`config.mk`:
```
export PLATFORM = sky130hd
export DESIGN_NAME = mux_rr_nx1
export DESIGN_NICKNAME = d
export VERILOG_FILES = /design/src/rtl/mux_rr_nx1.sv
export SDC_FILE = /design/constraint.sdc
export NUM_CORES = 1
export LEC_CHECK = 0
export ABC_AREA = 1
export CAP_MARGIN = 10
export CORE_MARGIN = 2
export CORE_UTILIZATION = 50
export CTS_CLUSTER_SIZE = 16
export DETAILED_ROUTE_END_ITERATION = 8
export DONT_BUFFER_PORTS = 1
export GPL_ROUTABILITY_DRIVEN = 0
export PLACE_DENSITY = 0.63
export SKIP_LAST_GASP = 1
export SLEW_MARGIN = 0
export SYNTH_ARGS = -nofsm -noshare
export SYNTH_HDL_FRONTEND = slang
export SYNTH_SLANG_ARGS = --single-unit
```
`constraint.sdc`:
```
create_clock -name clk -period 3.1 [get_ports clk]
set_input_delay 0.62 -clock clk [delete_from_list [all_inputs] [get_ports clk]]
set_output_delay 0.62 -clock clk [all_outputs]
set_load 0.05 [all_outputs]
```
`src/rtl/mux_rr_nx1.sv`:
```
// mux_rr_nx1: N-channel registered multiplexer with valid/ready handshakes.
// An internal arbiter (round-robin or fixed lowest-index priority) chooses
// one valid producer. Its word goes into a one-entry output register that
// honours backpressure. The register can drain and reload on the same edge,
// so it sustains one word per cycle.
module mux_rr_nx1 #(
    parameter  int N_CH  = 4,
    parameter  int WIDTH = 8,
    localparam int SEL_W = $clog2(N_CH)
) (
    input  logic                    clk,
    input  logic                    rst_n,
    input  logic [N_CH*WIDTH-1:0]   in_data,
    input  logic [N_CH-1:0]         in_valid,
    output logic [N_CH-1:0]         in_ready,
    input  logic                    mode,
    output logic [WIDTH-1:0]        out_data,
    output logic [SEL_W-1:0]        out_sel,
    output logic                    out_valid,
    input  logic                    out_ready
);

    // Flat input bus split into per-channel words
    logic [WIDTH-1:0] ch_data_s [N_CH];

    // Arbitration results
    logic [N_CH-1:0]  grant_s;
    logic [SEL_W-1:0] gidx_s;
    logic             found_s;
    logic [SEL_W:0]   idx_s;      // one spare bit so rr_ptr + offset cannot overflow
    logic [SEL_W-1:0] ptr_next_s;
    logic             load_en_s;
    logic             xfer_s;

    // State
    logic [SEL_W-1:0] rr_ptr_r;
    logic [WIDTH-1:0] out_data_r;
    logic [SEL_W-1:0] out_sel_r;
    logic             out_valid_r;

    genvar gi;
    generate
        for (gi = 0; gi < N_CH; gi++) begin : g_unpack
            assign ch_data_s[gi] = in_data[gi*WIDTH +: WIDTH];
        end
    endgenerate

    // The register can take a new word when it is empty or is being drained now
    assign load_en_s = ~out_valid_r | out_ready;
    assign xfer_s    = found_s & load_en_s;
    assign in_ready  = grant_s & {N_CH{load_en_s}};

    assign out_data  = out_data_r;
    assign out_sel   = out_sel_r;
    assign out_valid = out_valid_r;

    // Arbiter: scan the channels and pick the first valid one.
    // Fixed mode scans from 0. Round-robin mode scans from rr_ptr and wraps
    // explicitly at N_CH, so non-power-of-two channel counts never alias.
    always_comb begin
        grant_s = '0;
        gidx_s  = '0;
        found_s = 1'b0;
        idx_s   = '0;
        for (int k = 0; k < N_CH; k++) begin
            if (mode) begin
                idx_s = (SEL_W+1)'(k);
            end else begin
                idx_s = {1'b0, rr_ptr_r} + (SEL_W+1)'(k);
                if (idx_s >= (SEL_W+1)'(N_CH)) begin
                    idx_s = idx_s - (SEL_W+1)'(N_CH);
                end else begin
                    idx_s = idx_s;
                end
            end
            if (!found_s && in_valid[idx_s[SEL_W-1:0]]) begin
                found_s = 1'b1;
                gidx_s  = idx_s[SEL_W-1:0];
            end else begin
                found_s = found_s;
                gidx_s  = gidx_s;
            end
        end
        if (found_s) begin
            grant_s[gidx_s] = 1'b1;
        end else begin
            grant_s = grant_s;
        end
    end

    // Pointer advance: the channel after the winner, wrapping at N_CH-1
    always_comb begin
        ptr_next_s = '0;
        if (gidx_s == SEL_W'(N_CH - 1)) begin
            ptr_next_s = '0;
        end else begin
            ptr_next_s = gidx_s + SEL_W'(1);
        end
    end

    // Output register and round-robin pointer update
    always_ff @(posedge clk or negedge rst_n) begin
        if (!rst_n) begin
            rr_ptr_r    <= '0;
            out_data_r  <= '0;
            out_sel_r   <= '0;
            out_valid_r <= 1'b0;
        end else if (xfer_s) begin
            out_data_r  <= ch_data_s[gidx_s];
            out_sel_r   <= gidx_s;
            out_valid_r <= 1'b1;
            if (!mode) begin
                rr_ptr_r <= ptr_next_s;
            end else begin
                rr_ptr_r <= rr_ptr_r;
            end
        end else if (out_valid_r && out_ready) begin
            out_valid_r <= 1'b0;
        end else begin
            out_valid_r <= out_valid_r;
        end
    end

endmodule

```
==> results.toml, run 1 <==
[global_routing]
first_global_vias = 1051
grt_first_pass_wirelength_mm = 4.236
antenna_found_initial = 0
grt_max_degree = 19
grt.overflow.total = 0
grt_usage = 0.1945

[floorplan]
core_um2 = 2455
start_util = 0.5240
die_x_um = 54.72
die-height_um = 54.72
die_area_um2 = 2994
num_rows = 18
io_pins = 55

[layout]
drive_gt1_frac = 0.1854
fin_nets = 248
area_growth_pct = 4.864
n_antenna_cell = 0
final_core_util = 0.5494

[clocking]
numCtsBuffers = 3
clk_latency_ps = 270
htreeDepth = 1
cts-root-buf = "clkbuf_4"
path_clk_slew_ps = 80
cts_tree = "built"
clockBufferDepth = 2
post-cts-setup-buffers = 0
clock-sinks = 13

[synthesis]
synth_cell_type_count = 24
synthArstFlopShare = 1.000
ys.warnings.count = 0
syn_nets = 241
synth_seq_cells = 13
synth_area_um2 = 1286
synthCells = 199
syn_avg_cell_area_um2 = 6.463
synth-edff-count = 0
yosys_most_used_dff = "dfrtp_1"
yosysSeqAreaShare = 0.2529

[power]
power_w = 0.001522
power_density_nw_per_um2 = 1129
vdd_drop_max_v = 0.0006442
leakagePower_nw = 0.7688

[routing]
antenna_left = 0
drt_wl_total_mm = 2.676
drt_pass1_iterations = 4
wire_per_inst_um = 11.39
avgViaCountPerCell = 5.217
drt_iter0_drc = 19
drc_errors = 0
vias = 1226

[sta]
rsz0062_at_grt = "false"
period_share = 0.9372
hold_viol_final = 0
fin_skew_ps = 7.503
slew_viol_final = 0
finalSetupViolations = 0
tns_ps = 0
fmax_mhz = 344.2
tightest_slew_ps = 489.7
fin_crit_ps = 2905
slew_headroom = 0.6735

[critical_path]
cp-start-kind = "primary input"
cp-end-kind = "output port"
worstPathArrival_ps = 2290
path_max_fanout = 13
required_ps = 2480
ff2ff_setup_slack_ps = 1020
crit_type = "in2out"

[placement]
portBuffers = 0
dp_hpwl_mm = 2.307

[run]
cap_viol_max_count = 0

[run_status]
status = "completed"

[hold_path]
hp-class = "in2async"
## metal layers
layer | track usage | up-vias | wire, um
met3 | 0.03825 | 6 | 157
met1 | 0.2252 | 542 | 1108
li1 | - | 631 | -
met4 | 0.1042 | 0 | 67
met2 | 0.3333 | 47 | 1343
met5 | 0 | - | 0
## Yosys cell counts (2+ instances only)
cell type | number | area, um2
inv_2 | 3 | 11.26
dfrtp_1 | 13 | 325.3
nor2_1 | 5 | 18.77
o21ai_2 | 2 | 17.52
or2_1 | 6 | 37.54
ha_1 | 2 | 25.02
nor2_2 | 2 | 12.51
nand2_1 | 64 | 240.2
nand2_2 | 8 | 50.05
inv_1 | 30 | 112.6
nor2_4 | 4 | 45.04
nand3_1 | 42 | 210.2
buf_6 | 4 | 45.04
nand3_2 | 4 | 40.04
## power breakdown
part           internal, W  total, W  switching (W)  leakage [nW]
Sequential        0.000246  0.000539       0.000294         0.156
Clock            0.0000497  0.000100      0.0000504        0.0150
Combinational     0.000312  0.000883       0.000571         0.598
## worst paths after layout
check | startpoint | to | cells after the start
min in group clk | out_ready | out_valid | 1
min | rst_n | out_data[1] | 0
min reg2reg | rr_ptr_r[1] | rr_ptr_r[1] | 2
max reg2reg | rr_ptr_r[0] | out_data[4] | 13
max in group asynchronous | rst_n | out_data[0] | 0
max | mode | in_ready[2] | 14
## final cells by class
type                       instances  area [um2]
clock buffer                       4       26.28
multi-input combinational        146       768.2
timing repair buffer               8       60.06
tap                               30       37.54
fill                             254        1106
inverter                          34       131.4
sequential                        13       325.3
## what timing repair did
action,in CTS,in global routing
endpoints found under the setup margin,0,3
hold buffers,0,0
gates resized for setup,0,2
## flip-flops by register name, summed over array words and instances, names as in the netlist
name       cells
out_data       8
rr_ptr_r       2
out_valid      1
out_sel        2
## cells by family after synthesis
family,share of synthesized area
AO/OA/AOI/OAI,0.02626
buffers and inverters,0.1537
adder cells (fa/ha/maj),0.01945
AND/OR/NAND/NOR,0.5477
flip-flops,0.2529
## placed cells by master, fill, tap and decap left out, drive strengths merged
cell type,count
a31oi,1
buf,8
clkbuf,4
clkinv,1
dfrtp,13
ha,2
inv,33
nand2,73
nand3,46
nand3b,1
nand4,1
nor2,11
nor3,1
o21ai,4
or2,6
## worst max-delay path, stage by stage
cell and delay [ps]:
clkinv_2 160, nand2_4 200, nand2_1 100, nand3_1 110, nand2_2 90, nand3_1 90
nand2_2 80, nor2_4 170, nand2_4 120, inv_2 70, ha_1 140, inv_1 40
nor2_1 90, buf_4 200
## per-stage QoR
stage          instance area [um2]  setup WS [ps]  cells  hold WS [ps]
2_1_floorplan                 1286         0.6393    199         324.4
3_3_place_gp                  1316          181.4    231         324.6
3_5_place_dp                  1316          106.3    231         324.7
4_1_cts                       1343          100.7    235         25.34
5_1_grt                       1349          1.353    235         19.30
6_report                      1349          194.8    235         37.23
Power figures use the tool's default switching activity.
==> run 2: changes to the inputs <==
==> constraint.sdc (replaced) <==
create_clock -name clk -period 3.75 [get_ports clk]
set_input_delay 0.75 -clock clk [delete_from_list [all_inputs] [get_ports clk]]
set_output_delay 0.75 -clock clk [all_outputs]
set_load 0.05 [all_outputs]
==> run 2 against run 1 <==
Final cell count decreased by 1.7%. Setup slack improved by 100 ps. Sequential power decreased by 15%. Die area unchanged. Worst hold slack improved by 120 ps. Via count decreased by 0.73%. Highest routed layer unchanged.
==> results.toml, run 2 (synthesis gave the netlist of run 1 again) <==
[run_status]
status = "completed"

[sta]
fin_skew_ps = 8.338
slew_viol_final = 0
finalSetupViolations = 0
period_share = 0.9212
fmax_mhz = 289.5
hold_viol_final = 0
tns_ps = 0
slew_headroom = 0.6751
fin_crit_ps = 3454
rsz0062_at_grt = "false"
tightest_slew_ps = 487.3

[floorplan]
die_x_um = 54.72
io_pins = 55
die_area_um2 = 2994
num_rows = 18
start_util = 0.5240
die-height_um = 54.72
core_um2 = 2455

[clocking]
post-cts-setup-buffers = 0
numCtsBuffers = 3
cts-root-buf = "clkbuf_4"
clk_latency_ps = 280
path_clk_slew_ps = 90
hold_buffers = 0
cts_tree = "built"
clockBufferDepth = 2
cts_resized = 0
htreeDepth = 1
clock-sinks = 13

[global_routing]
antenna_found_initial = 0
busiest_layer = "met2"
grt_util_met1 = 0.2733
grt.overflow.total = 0
grt_util_met2 = 0.3234
grt_use_met3 = 0.03005
grt_first_pass_wirelength_mm = 4.526
grt_usage = 0.2093
first_global_vias = 1073
grt_max_degree = 28

[power]
p_seq_frac = 0.372
clockPowerShare = 0.073
power_density_nw_per_um2 = 933.7
p_sw_frac = 0.6214
combPwrFrac = 0.555
leakagePower_nw = 0.7445
intPower_w = 0.0004640
switchingPower_w = 0.0007616
vdd_drop_max_v = 0.0004994

[critical_path]
required_ps = 3000
crit_type = "in2out"
path_max_fanout = 27
critPathMaxStageDelay_ps = 230
worst_path_max_delay_cell = "nand2_2"
ff2ff_setup_slack_ps = 1420
cp-end-kind = "output port"
worstPathArrival_ps = 2700
cp-start-kind = "primary input"
worstPathCellList = "inv_2 > nand2_2 > nand2_1 > nand2_1 > nand2_1 > nand2_2 > nand3_2 > nand2_2 > nor2_4 > nand2_4 > inv_2 > ha_1 > inv_1 > nor2_1 > buf_4"

[placement]
portBuffers = 0
dp_hpwl_mm = 2.300

[layout]
drive_gt1_frac = 0.1692
mostFrequentLayoutCells = "64 x nand2_1, 42 x nand3_1, 30 x inv_1"
multi_input_area_um2 = 763.2
n_antenna_cell = 0
fillers = 263
largest_reg_flops = 8
final_core_util = 0.5347
layout_commonest_cell = "nand2_1"
area_growth_pct = 2.043
register_area_um2 = 325.3
fin_nets = 244

[routing]
antenna_left = 0
vias = 1217
wire_per_inst_um = 12.29
avgViaCountPerCell = 5.268
drt_iter0_drc = 48
drt_pass1_iterations = 4
drc_errors = 0
drt_wl_total_mm = 2.840

[hold_path]
hp-class = "in2async"

[run]
cap_viol_max_count = 0
-- run 2: cell types whose count changed in the layout (fill, tap and decap cells not counted), sizes merged --
cell | previous run | this run
buf | 8 | 4
clkinv | 1 | 0
inv | 33 | 34
-- run 2: metal layers --
layer,vias to the layer above,routed length [um],share of wire
li1,623,-,-
met1,544,1272,0.45
met2,48,1394,0.49
met3,2,145,0.051
met4,0,27,0.0095
met5,-,0,0
-- run 2: area by class of cell --
class	count	area share
timing repair buffer	4	0.02288
multi-input combinational	146	0.5815
clock buffer	4	0.02002
sequential	13	0.2479
tap	30	0.02860
inverter	34	0.09914
-- run 2: critical path: cells and delay by family --
family	cells	cell delay, ps
adder cells (fa/ha/maj)	1	160
buffers and inverters	4	590
AND/OR/NAND/NOR	10	1220
-- run 2: stage by stage --
stage	total power, W	instance area, um2	setup slack (ps)	hold WS (ps)	instances
after floorplan	0.001068	1286	390.6	454.4	199
after global placement	0.001125	1286	394.8	454.6	227
final	0.001226	1313	295.7	155.2	231
after detailed placement	0.001144	1286	301.4	454.6	227
after CTS	0.001234	1313	295.8	150.5	231
after global routing	0.001339	1313	9.563	135.4	231
-- run 2: path summary, 6_finish.rpt --
check	end	cells after the start	startpoint
worst max-delay path	in_ready[2]	15	mode
worst min-delay path	out_data[6]	0	rst_n
worst max register to register	rr_ptr_r[1]	12	rr_ptr_r[0]
worst min register to register	rr_ptr_r[1]	2	rr_ptr_r[1]
max in group asynchronous	out_data[0]	0	rst_n
min in group clk	rr_ptr_r[1]	2	rr_ptr_r[1]
-- run 2: power groups by stage --
stage / Clock, W / Combinational [W] / Sequential, W
after floorplan: 0 / 0.000634 / 0.000434
after global placement: 0 / 0.000665 / 0.000460
after detailed placement: 0 / 0.000683 / 0.000461
after CTS: 0.0000912 / 0.000685 / 0.000458
after global routing: 0.0000972 / 0.000773 / 0.000468
final: 0.0000891 / 0.000680 / 0.000456
==> run 3: changes to the inputs <==
--- a/config.mk
+++ b/config.mk
@@ -9,11 +9,12 @@
 export CAP_MARGIN = 10
 export CORE_MARGIN = 2
 export CORE_UTILIZATION = 50
-export CTS_CLUSTER_SIZE = 16
+export CTS_CLUSTER_SIZE = 25
 export DETAILED_ROUTE_END_ITERATION = 8
 export DONT_BUFFER_PORTS = 1
 export GPL_ROUTABILITY_DRIVEN = 0
 export PLACE_DENSITY = 0.63
+export SETUP_SLACK_MARGIN = 0.5
 export SKIP_LAST_GASP = 1
 export SLEW_MARGIN = 0
 export SYNTH_ARGS = -nofsm -noshare
==> run 3 against run 2 <==
Worst hold slack improved by 1.6 ps. Fmax rose by 10%. Largest power group unchanged. Sequential power rose by 0.9%. Largest cell class unchanged. Sequential share of layout area fell by 1.4 points. Critical endpoint unchanged. Wire length rose by 3.2%. Sequential cell count did not move. Power rose by 8.9%. Utilization rose by 3.5 points.
==> results.toml, run 3 (synthesis gave the netlist of run 1 again) <==
[clocking]
hold_buffers = 0
cts_tree = "built"
clock-sinks = 13
cts-root-buf = "clkbuf_4"
htreeDepth = 1
clk_latency_ps = 280
numCtsBuffers = 3
path_clk_slew_ps = 90
clockBufferDepth = 2

[layout]
fin_nets = 251
n_antenna_cell = 0
fillers = 245
largest_reg_flops = 8
mostFrequentLayoutCells = "64 x nand2_1, 42 x nand3_1, 30 x inv_1"
final_core_util = 0.5698
design_area_um2 = 1399
layout_commonest_cell = "nand2_1"
area_growth_pct = 8.755
drive_gt1_frac = 0.2115

[global_routing]
grt_use_met3 = 0.03005
grt.overflow.total = 0
grt_util_met2 = 0.3115
grt_util_met1 = 0.2280
grt_usage = 0.1859
antenna_found_initial = 0
first_global_vias = 964
busiest_layer = "met2"
grt_max_degree = 28
grt_first_pass_wirelength_mm = 4.029

[critical_path]
crit_top_cell = "nand2_1"
crit_type = "in2out"
r2r_cells = 13
cp-start-kind = "primary input"
worstPathCellList = "inv_4 > nand2_4 > nand2_1 > nand2_1 > nand2_1 > nand2_2 > nor2_4 > nand4_4 > nand2_8 > inv_2 > ha_1 > inv_1 > nor2_2 > buf_4"
path_max_fanout = 13
required_ps = 3000
worst_path_max_delay_cell = "ha_1"
cp-end-kind = "output port"
cp-startpoint = "mode"
cp_num_buf_inv = 4
worstPathArrival_ps = 2380
cp_top_family = "simple AND/OR/NAND/NOR gates"
crit-reg2reg-launch = "rr_ptr_r[0]"
critPathMaxStageDelay_ps = 200
ff2ff_setup_slack_ps = 1660
rr_endpoint = "out_data[4]"

[power]
power_density_nw_per_um2 = 954.3
leakagePower_nw = 0.7862
vdd_drop_max_v = 0.0005569

[floorplan]
die-height_um = 54.72
num_rows = 18
start_util = 0.5240
die_x_um = 54.72
die_area_um2 = 2994
core_um2 = 2455
io_pins = 55

[run]
cap_viol_max_count = 0

[routing]
antenna_left = 0
avgViaCountPerCell = 5.223
wire_per_inst_um = 12.31
drt_pass1_iterations = 4
drt_iter0_drc = 16
drc_errors = 0
vias = 1243
drt_wl_total_mm = 2.930

[sta]
slew_headroom = 0.6726
slew_viol_final = 0
period_share = 0.8348
holdWs_ps = 156.8
fin_skew_ps = 8.731
fin_crit_ps = 3131
finalSetupViolations = 0
tns_ps = 0
rsz0062_at_grt = "true"
fmax_mhz = 319.4
tightest_slew_ps = 491.1
hold_viol_final = 0

[placement]
dp_hpwl_mm = 2.235
portBuffers = 0
placed_area_um2 = 1291

[run_status]
status = "completed"

[hold_path]
hp-class = "in2async"
[run 3: area by class of cell]
type | instances | area [um2] | share of cell area
multi-input cells | 147 | 800.8 | 0.5725
well taps | 30 | 37.54 | 0.02683
inverters | 34 | 132.6 | 0.09481
repair buffers | 10 | 75.07 | 0.05367
flip-flops and latches | 13 | 326.6 | 0.2335
clock buffers | 4 | 26.28 | 0.01878
[run 3: metal layers]
| metal | part of all wire | vias up |
|---|---|---|
| met4 | 0.017 | 0 |
| met1 | 0.43 | 537 |
| li1 | - | 639 |
| met3 | 0.062 | 4 |
| met5 | 0 | - |
| met2 | 0.49 | 63 |
[run 3: where the power goes]
group          switching, W  internal (W)  leakage, nW
registers          0.000256      0.000204        0.155
logic              0.000498      0.000289        0.616
clock network     0.0000466     0.0000412       0.0150
[run 3: how the worst max path moves through the flow]
stage | slack (ps) | to | cells after the start
after global routing | 470 | in_ready[2] | 14
after floorplan | 500 | in_ready[1] | 11
final | 620 | in_ready[2] | 14
after global placement | 390 | in_ready[2] | 14
after CTS | 520 | in_ready[2] | 15
after detailed placement | 310 | in_ready[2] | 14
[run 3: repair_timing]
item / in CTS / in global routing
cloned: 0 / 1
resized for setup: 4 / 1
endpoints found under the setup margin: 2 / 2
pin swaps: 0 / 2
setup buffers: 0 / 6
[run 3: stage by stage]
stage | worst slack [ps] | instances | power [W]
final | 619.4 | 238 | 0.001335
after global routing | 467.2 | 238 | 0.001433
after CTS | 517.9 | 231 | 0.001250
after detailed placement | 311.1 | 227 | 0.001143
after global placement | 388.0 | 227 | 0.001129
after floorplan | 502.2 | 199 | 0.001072
[run 3: worst register-to-register path, delay by kind of cell, from the launching register on]
kind,cells,cell delay [ps]
buffers and inverters,1,160
and+or+nand+nor,12,1300
DFF,1,520
